[src/rtl/muldiv_ctrl.sv]
// muldiv_ctrl: iterative integer multiply/divide unit for the execute stage.
//
// MUL/MULW use one shift-add step per cycle, and DIV/REM use one
// restoring-subtract step per cycle. Word ops need 32 steps and full
// ops need 64. Division by zero and signed overflow skip the iterations
// and go from IDLE straight to DONE.
//
// Ports
//   clk       rising-edge clock
//   reset     asynchronous active-high reset
//   valid_i   the execute-stage instruction is a mul/div op
//   op_i      0 MUL,1 MULW,2 DIV,3 DIVU,4 DIVW,5 DIVUW,6 REM,7 REMU,8 REMW,9 REMUW
//   a_i, b_i  forwarded source operands
//   flush_i   abort any operation in flight (highest priority)
//   stall_o   holds fetch/decode/execute while an operation is pending
//   done_o    result_o is valid this cycle (one-cycle pulse)
//   result_o  operation result; holds its value between operations
module muldiv_ctrl #(
    parameter int XLEN = 64
) (
    input  logic            clk,
    input  logic            reset,
    input  logic            valid_i,
    input  logic [3:0]      op_i,
    input  logic [XLEN-1:0] a_i,
    input  logic [XLEN-1:0] b_i,
    input  logic            flush_i,
    output logic            stall_o,
    output logic            done_o,
    output logic [XLEN-1:0] result_o
);

    typedef enum logic [1:0] {IDLE, BUSY, DONE} state_t;

    state_t            state_reg;
    logic [6:0]        count_reg;
    logic              is_mul_reg;
    logic              is_w_reg;
    logic              is_rem_reg;
    logic              q_neg_reg;
    logic              r_neg_reg;
    logic [XLEN-1:0]   p_reg;       // product accumulator / partial remainder
    logic [XLEN-1:0]   q_reg;       // multiplier / dividend-then-quotient
    logic [XLEN-1:0]   d_reg;       // multiplicand / divisor magnitude
    logic [XLEN-1:0]   result_reg;

    // Decode the incoming op.
    logic            op_is_mul, op_is_w, op_is_signed, op_is_rem, op_legal;
    logic [XLEN-1:0] a_ext, b_ext, a_mag, b_mag, min_val, special_raw, special_result;
    logic            a_neg, b_neg, div_by_zero, overflow, start;

    always_comb begin
        op_is_mul    = (op_i == 4'd0) || (op_i == 4'd1);
        op_is_w      = (op_i == 4'd1) || (op_i == 4'd4) || (op_i == 4'd5) ||
                       (op_i == 4'd8) || (op_i == 4'd9);
        op_is_signed = (op_i == 4'd2) || (op_i == 4'd4) || (op_i == 4'd6) || (op_i == 4'd8);
        op_is_rem    = (op_i >= 4'd6) && (op_i <= 4'd9);
        op_legal     = (op_i <= 4'd9);

        if (op_is_w) begin
            a_ext = op_is_signed ? {{32{a_i[31]}}, a_i[31:0]} : {32'd0, a_i[31:0]};
            b_ext = op_is_signed ? {{32{b_i[31]}}, b_i[31:0]} : {32'd0, b_i[31:0]};
        end else begin
            a_ext = a_i;
            b_ext = b_i;
        end

        a_neg = op_is_signed & a_ext[XLEN-1];
        b_neg = op_is_signed & b_ext[XLEN-1];
        a_mag = a_neg ? (~a_ext + 64'd1) : a_ext;
        b_mag = b_neg ? (~b_ext + 64'd1) : b_ext;

        min_val     = op_is_w ? 64'hFFFF_FFFF_8000_0000 : 64'h8000_0000_0000_0000;
        div_by_zero = ~op_is_mul & (b_ext == '0);
        overflow    = ~op_is_mul & op_is_signed & (a_ext == min_val) & (b_ext == '1);

        if (div_by_zero)
            special_raw = op_is_rem ? a_ext : '1;
        else
            special_raw = op_is_rem ? '0 : a_ext;
        special_result = op_is_w ? {{32{special_raw[31]}}, special_raw[31:0]} : special_raw;

        start = ~reset & (state_reg == IDLE) & valid_i & ~flush_i & op_legal;
    end

    // One iteration step plus the result that the final step produces.
    logic [XLEN-1:0] mul_acc, rem_next, quo_next, quo_fix, rem_fix, raw_result, final_result;
    logic [XLEN:0]   shifted;
    logic            ge;

    always_comb begin
        mul_acc  = p_reg + (q_reg[0] ? d_reg : '0);

        // The dividend bits shift out of the top of q_reg. For word ops the
        // dividend is loaded into the upper half so that 32 steps are enough.
        shifted  = {p_reg, q_reg[XLEN-1]};
        ge       = (shifted >= {1'b0, d_reg});
        rem_next = ge ? 64'(shifted - {1'b0, d_reg}) : shifted[XLEN-1:0];
        quo_next = {q_reg[XLEN-2:0], ge};

        quo_fix  = q_neg_reg ? (~quo_next + 64'd1) : quo_next;
        rem_fix  = r_neg_reg ? (~rem_next + 64'd1) : rem_next;

        if (is_mul_reg)
            raw_result = mul_acc;
        else
            raw_result = is_rem_reg ? rem_fix : quo_fix;
        final_result = is_w_reg ? {{32{raw_result[31]}}, raw_result[31:0]} : raw_result;
    end

    always_ff @(posedge clk or posedge reset) begin
        if (reset) begin
            state_reg  <= IDLE;
            count_reg  <= '0;
            is_mul_reg <= 1'b0;
            is_w_reg   <= 1'b0;
            is_rem_reg <= 1'b0;
            q_neg_reg  <= 1'b0;
            r_neg_reg  <= 1'b0;
            p_reg      <= '0;
            q_reg      <= '0;
            d_reg      <= '0;
            result_reg <= '0;
        end else if (flush_i) begin
            state_reg <= IDLE;
            count_reg <= '0;
        end else begin
            case (state_reg)
                IDLE: begin
                    if (start) begin
                        is_mul_reg <= op_is_mul;
                        is_w_reg   <= op_is_w;
                        is_rem_reg <= op_is_rem;
                        q_neg_reg  <= a_neg ^ b_neg;
                        r_neg_reg  <= a_neg;
                        p_reg      <= '0;
                        if (op_is_mul) begin
                            // The low product bits do not depend on signedness.
                            q_reg <= b_ext;
                            d_reg <= a_ext;
                        end else begin
                            q_reg <= op_is_w ? {a_mag[31:0], 32'd0} : a_mag;
                            d_reg <= b_mag;
                        end
                        if (div_by_zero || overflow) begin
                            result_reg <= special_result;
                            count_reg  <= '0;
                            state_reg  <= DONE;
                        end else begin
                            count_reg <= op_is_w ? 7'd32 : 7'd64;
                            state_reg <= BUSY;
                        end
                    end
                end
                BUSY: begin
                    if (is_mul_reg) begin
                        p_reg <= mul_acc;
                        q_reg <= q_reg >> 1;
                        d_reg <= d_reg << 1;
                    end else begin
                        p_reg <= rem_next;
                        q_reg <= quo_next;
                    end
                    count_reg <= count_reg - 7'd1;
                    if (count_reg == 7'd1) begin
                        result_reg <= final_result;
                        state_reg  <= DONE;
                    end
                end
                DONE:    state_reg <= IDLE;
                default: state_reg <= IDLE;
            endcase
        end
    end

    assign stall_o  = ~reset & ~flush_i & (start | (state_reg == BUSY));
    assign done_o   = (state_reg == DONE) & ~flush_i;
    assign result_o = result_reg;

endmodule

[config.mk]
export PLATFORM = sky130hd
export DESIGN_NAME = muldiv_ctrl
export DESIGN_NICKNAME = d
export VERILOG_FILES = /design/src/rtl/muldiv_ctrl.sv
export SDC_FILE = /design/constraint.sdc
export NUM_CORES = 2
export LEC_CHECK = 0
export CAP_MARGIN = 20
export CELL_PAD_IN_SITES_DETAIL_PLACEMENT = 0
export CELL_PAD_IN_SITES_GLOBAL_PLACEMENT = 1
export CORE_MARGIN = 2
export CORE_UTILIZATION = 49
export DETAILED_ROUTE_END_ITERATION = 10
export MAX_ROUTING_LAYER = met4
export PLACE_DENSITY = 0.85
export SYNTH_ARGS = -nofsm -noshare
export SYNTH_HDL_FRONTEND = slang
export SYNTH_SLANG_ARGS = --single-unit
export TNS_END_PERCENT = 5
[constraint.sdc]
create_clock -name clk -period 16.1 [get_ports clk]
set_clock_uncertainty 0.05 [all_clocks]
set_input_delay 2.415 -clock clk [delete_from_list [all_inputs] [get_ports clk]]
set_output_delay 2.415 -clock clk [all_outputs]
set_load 0.1 [all_outputs]
Word-level counts from Yosys, hierarchy flattened
Cells that the tools add are included.
{"block": "word_totals", "register_bits": 270, "input_bits": 136, "elab_cells": 126}
{"block": "classes", "add_sub_neg": 7, "order_cmp": 3, "n_eq_ne": 18, "mux": 44, "n_bitwise": 22, "n_reduce_logical": 21}
{"op": "$mux 64", "n": 29}
{"op": "$pmux 64 s2", "n": 4}
{"op": "$add 64x1->64 const B", "n": 4}
{"op": "$not 64->64", "n": 4}
{"op": "$ge 65x64->1", "n": 1}
{"op": "$add 64x64->64", "n": 1}
{"op": "$eq 64x64->1", "n": 1}
{"op": "$eq 64x64->1 const B", "n": 1}
{"op": "$logic_not 64->1", "n": 1}
{"op": "$sub 64x64->64", "n": 1}
{"op": "$mux 63", "n": 1}
{"op": "$mux 7", "n": 4}
{"op": "$pmux 7 s2", "n": 1}
{"op": "$and 1x1->1", "n": 13}
{"op": "$eq 4x3->1 const B", "n": 3}
{"op": "$logic_or 1x1->1", "n": 9}
{"op": "$eq 4x4->1 const B", "n": 2}
{"op": "$mux 2", "n": 4}
{"op": "$eq 7x1->1 const B", "n": 1}
{"op": "$sub 7x1->7 const B", "n": 1}
{"op": "$ne 2x2->1 const B", "n": 3}
{"op": "$ne 3x3->1 const B", "n": 2}
{"op": "$reduce_and 3->1", "n": 2}
{"op": "$reduce_and 5->1", "n": 1}
{"op": "18 further kinds", "n": 21}

Logic depth before layout (Yosys ltp)
{"block": "depth", "word_depth": 14, "depth_mapped": 30, "mapped_depth_nobuf": 25}

Worst setup path after synthesis
Ideal clock, no wire load.
{"block": "synth_path", "path_kind": "input to output", "from": "in op_i[2]", "to": "out stall_o", "arrival_ps": 5349, "required_ps": 13635, "slack_ps": 8286, "stages": 5, "n_path_buf": 1, "path_cell_list": "clkbuf_1 o21ai_0 nand4_1 a21o_1 nor3_1"}
{"block": "synth_between", "elab_chain_len": 4}
{"element": "from (decl)", "line": "24", "rtl": "input logic [3:0] op_i,"}
{"element": "$le 4x4->1", "line": "58", "rtl": "op_legal = (op_i <= 4'd9);"}
{"element": "$and 1x1->1", "line": "83", "rtl": "start = ~reset & (state_reg == IDLE) & valid_i & ~flush_i & op_legal;"}
{"element": "$or 1x1->1", "line": "176", "rtl": "assign stall_o = ~reset & ~flush_i & (start | (state_reg == BUSY));"}
{"element": "$and 1x1->1", "line": "176"}
{"element": "to (decl)", "line": "28", "rtl": "output logic stall_o,"}
Every way passes these cells.

Worst setup path in the final report
Same ends and word-level chain as after synthesis.

==> flow_summary_export.csv <==
group,metric,value,unit
status,outcome,"finished clean",
synth,async_reset_ff_share,100,%
synth,syn-num-nets,4858,
power_and_ir_drop,peakVddDrop,142,uV
floorplanning,start_util,49.7,%
cts,cts_root_buf,"clkbuf_16",
route,wire_per_inst,29.3,um
layout,area_growth,11.0,%
worst_setup_path,crit_fanout,15,
layout,nets,4815,
flow_run,drv_cap,0,
placed_design,placed_area,35200,sq um
synth,yosys-top-cells-area,"dfrtp_1 21%, a21oi_1 6.5%, nand2_1 5.7%",
synth,ys_seq_area_share,20.6,%
worst_setup_path,arrival,6.37,ns
timing,slew_viol_final,0,
route,vias,38400,
grt,gr-usage-met1,64.7,%
placed_design,pre_cts_slack,7.27,ns
worst_setup_path,cpPeakStageDelay,1.17,ns
timing,grt_setup_unrepaired,"false",
cts,cts_setup_buffers,0,
worst_setup_path,crit_chain,"clkdlybuf4s50_1 > o21ai_0 > nand4_1 > a21o_1 > nor3_1 > clkdlybuf4s50_1",
worst_setup_path,worst-r2r-cell-count,25,
grt,grt_use_met2,60.3,%
synth,synthTopCellsByCount,"496 x nand2_1, 440 x nor2_1, 430 x a21oi_1",
floorplanning,fp.dieH,263,um
worst_setup_path,worstSetupStartpoint,"op_i[2]",
timing,worstMarginPinSlew,1.34,ns
cts,cts_tree,"yes",
worst_setup_path,worstPathBufferInverterCount,2,
synth,synthFlopType,"dfrtp_1",
grt,grt_overflow,0,
cts,cts_resized,0,
synth,synthCells,4586,
worst_setup_path,end_kind,"output port",
layout,fillers,6535,
worst_setup_path,crit_top_cell,"clkdlybuf4s50_1",
worst_setup_path,cp-endpoint,"stall_o",
synth,synth_area_per_cell,7.17,sq um
worst_setup_path,required,13.64,ns
synth,synth_area,32900,sq um
grt,grtUsageMet3,11.1,%
worst_setup_path,path_delay_family,"buffers and inverters",
grt,track_usage,45.4,%
route,dr.pass1.iters,8,
floorplanning,num_io_pins,202,
cts,holdBufCountCts,0,
synth,synth_cell_type_count,100,
worst_setup_path,reg2reg_from,"p_reg[3]",
floorplanning,dieArea,69200,sq um
synth,yosysTopAreaCellShare,20.6,%
grt,first_global_vias,34000,
layout,fin_cells,5435,
timing,max_freq,113,MHz
power_and_ir_drop,power.density,206,nW/um^2
worst_setup_path,rr_endpoint,"result_o[50]",
placed_design,gp_congestion,1.02,
floorplanning,die_w,263,um
route,drc_errors,0,
layout,design_area,36500,sq um
floorplanning,coreArea,66100,sq um
worst_setup_path,r2r_slack,7.75,ns
route,ant_nets,0,
grt,busiest_layer,"met1",
synth,synth_seq_cells,270,
worst_setup_path,critical_path_class,"input pin to output port",
grt,grt_first_pass_wirelength,232000,um
synth,yosysTopAreaCell,"dfrtp_1",
timing,period_needed,8.83,ns
cts,worst_setup_hold_path_clk_slew,0.06,ns
synth,yosysWarnings,0,
timing,slew_headroom,10.3,%
grt,antenna_found_initial,3,
cts,cts_buffers,36,
worst_setup_path,cp.depth,6,
cts,clk_path_buf_depth,3,
timing,fin_ws,7.27,ns
layout,post-route-util,55.2,%
timing,final_hold_viol_count,0,
synth,synth-edff-count,0,
timing,fin_crit_sh,54.9,%
route,drtIter0Drc,6399,
cts,clk_latency,0.57,ns
placed_design,dp_cells,5367,
worst_setup_path,cp-start-kind,"input pin",
cts,clkSinkCount,270,
synth,synth_most_common_cell,"nand2_1",
layout,drive_above_1_share,4.70,%
grt,grt_max_degree,166,
worst_hold_path,worst_hold_path_type,"flip-flop to flip-flop",
timing,tns,0,ns
route,vias_per_cell,7.07,
power_and_ir_drop,leakage,14.4,nW
route,routed_wl,159000,um
worst_hold_path,hold_depth,1,
floorplanning,rows,94,
placed_design,hpwl,122000,um
worst_setup_path,cp_slowest_cell,"clkdlybuf4s50_1",
placed_design,portBuffers,201,
timing,finalSetupViolations,0,
cts,htree_levels,2,
==> per-stage QoR <==
step | hold WS (ns) | power, W
floorplan | 0.440 | 0.00461
global placement | 0.411 | 0.00633
detailed placement | 0.415 | 0.00633
CTS | 0.428 | 0.00724
global route | 0.451 | 0.00784
finish | 0.426 | 0.00751
==> routing by layer <==
metal	vias to the layer above	share of wire (%)	routed length (um)
met5	-	0	0
met4	0	5.1	8040
met3	349	13	20900
met2	2682	40	62900
met1	18300	42	67200
li1	17100	-	-
==> where the power goes <==
part	internal [W]	total [W]	switching (W)
combinational	0.00167	0.00536	0.00368
sequential	0.000893	0.00127	0.000377
clock	0.000534	0.000883	0.000350
==> how the worst min path moves through the flow <==
stage                     slack [ns]      endpoint         start
final                           0.43  result_o[17]  result_o[17]
after global routing            0.45  result_o[30]  result_o[30]
after CTS                       0.43  result_o[17]  result_o[17]
after detailed placement        0.41  result_o[17]  result_o[17]
after global placement          0.41  result_o[17]  result_o[17]
after floorplan                 0.44      d_reg[0]      d_reg[0]
==> cell type report <==
cell class / count / area [sq um] / share of cell area (%)
flip-flops and latches: 270 / 6760 / 18.5
diodes: 1 / 2.50 / 0.00686
clock buffers: 48 / 997 / 2.73
well taps: 864 / 1080 / 2.96
clock inverters: 17 / 251 / 0.689
inverters: 132 / 503 / 1.38
repair buffers: 264 / 2510 / 6.87
multi-input cells: 3839 / 24400 / 66.8
==> kinds of logic (layout without fill, tap and decap cells) <==
kind of cell | count (synthesis) | after routing | share of synthesized area (%)
AO/OA/AOI/OAI | 1727 | 1727 | 35.0
AND/OR/NAND/NOR | 1594 | 1594 | 23.1
buffers and inverters | 477 | 461 | 5.60
XOR/XNOR | 304 | 304 | 8.10
flip-flops | 270 | 270 | 20.6
adder cells (fa/ha/maj) | 136 | 136 | 5.22
multiplexers | 78 | 78 | 2.43
other | 0 | 1 | 0
==> worst reg2reg max path, stage by stage, from the launching register on <==
cell and delay [ns]:
dfrtp_1 0.44, ha_1 0.43, a21o_1 0.21, a31oi_1 0.33
a21boi_1 0.16, o31a_1 0.29, o211a_1 0.37, o21ai_2 0.18
buf_4 0.52, nand2_4 0.27, inv_1 0.11, buf_4 0.30
ha_1 0.26, or3b_2 0.50, or4_1 0.62, or3_1 0.50
nor4_1 0.71, nand3_1 0.28, o31ai_1 0.37, xor2_1 0.18
a21oi_1 0.40, nand3_1 0.14, a211oi_1 0.20, mux2i_1 0.10
and2_1 0.20, a21oi_1 0.16
==> cell usage in the layout, fill, tap and decap left out, types with 77 or more instances in the layout <==
cell / count
nand2_1: 494
nor2_1: 435
a21oi_1: 429
o21ai_0: 345
dfrtp_1: 266
clkdlybuf4s50_1: 201
a211oi_1: 184
xnor2_1: 159
xor2_1: 145
ha_1: 134
inv_1: 128
o31ai_1: 113
nor3_1: 111
o211ai_1: 94
nand3_1: 86
nand4_1: 77
Power figures use the tool's default switching activity.
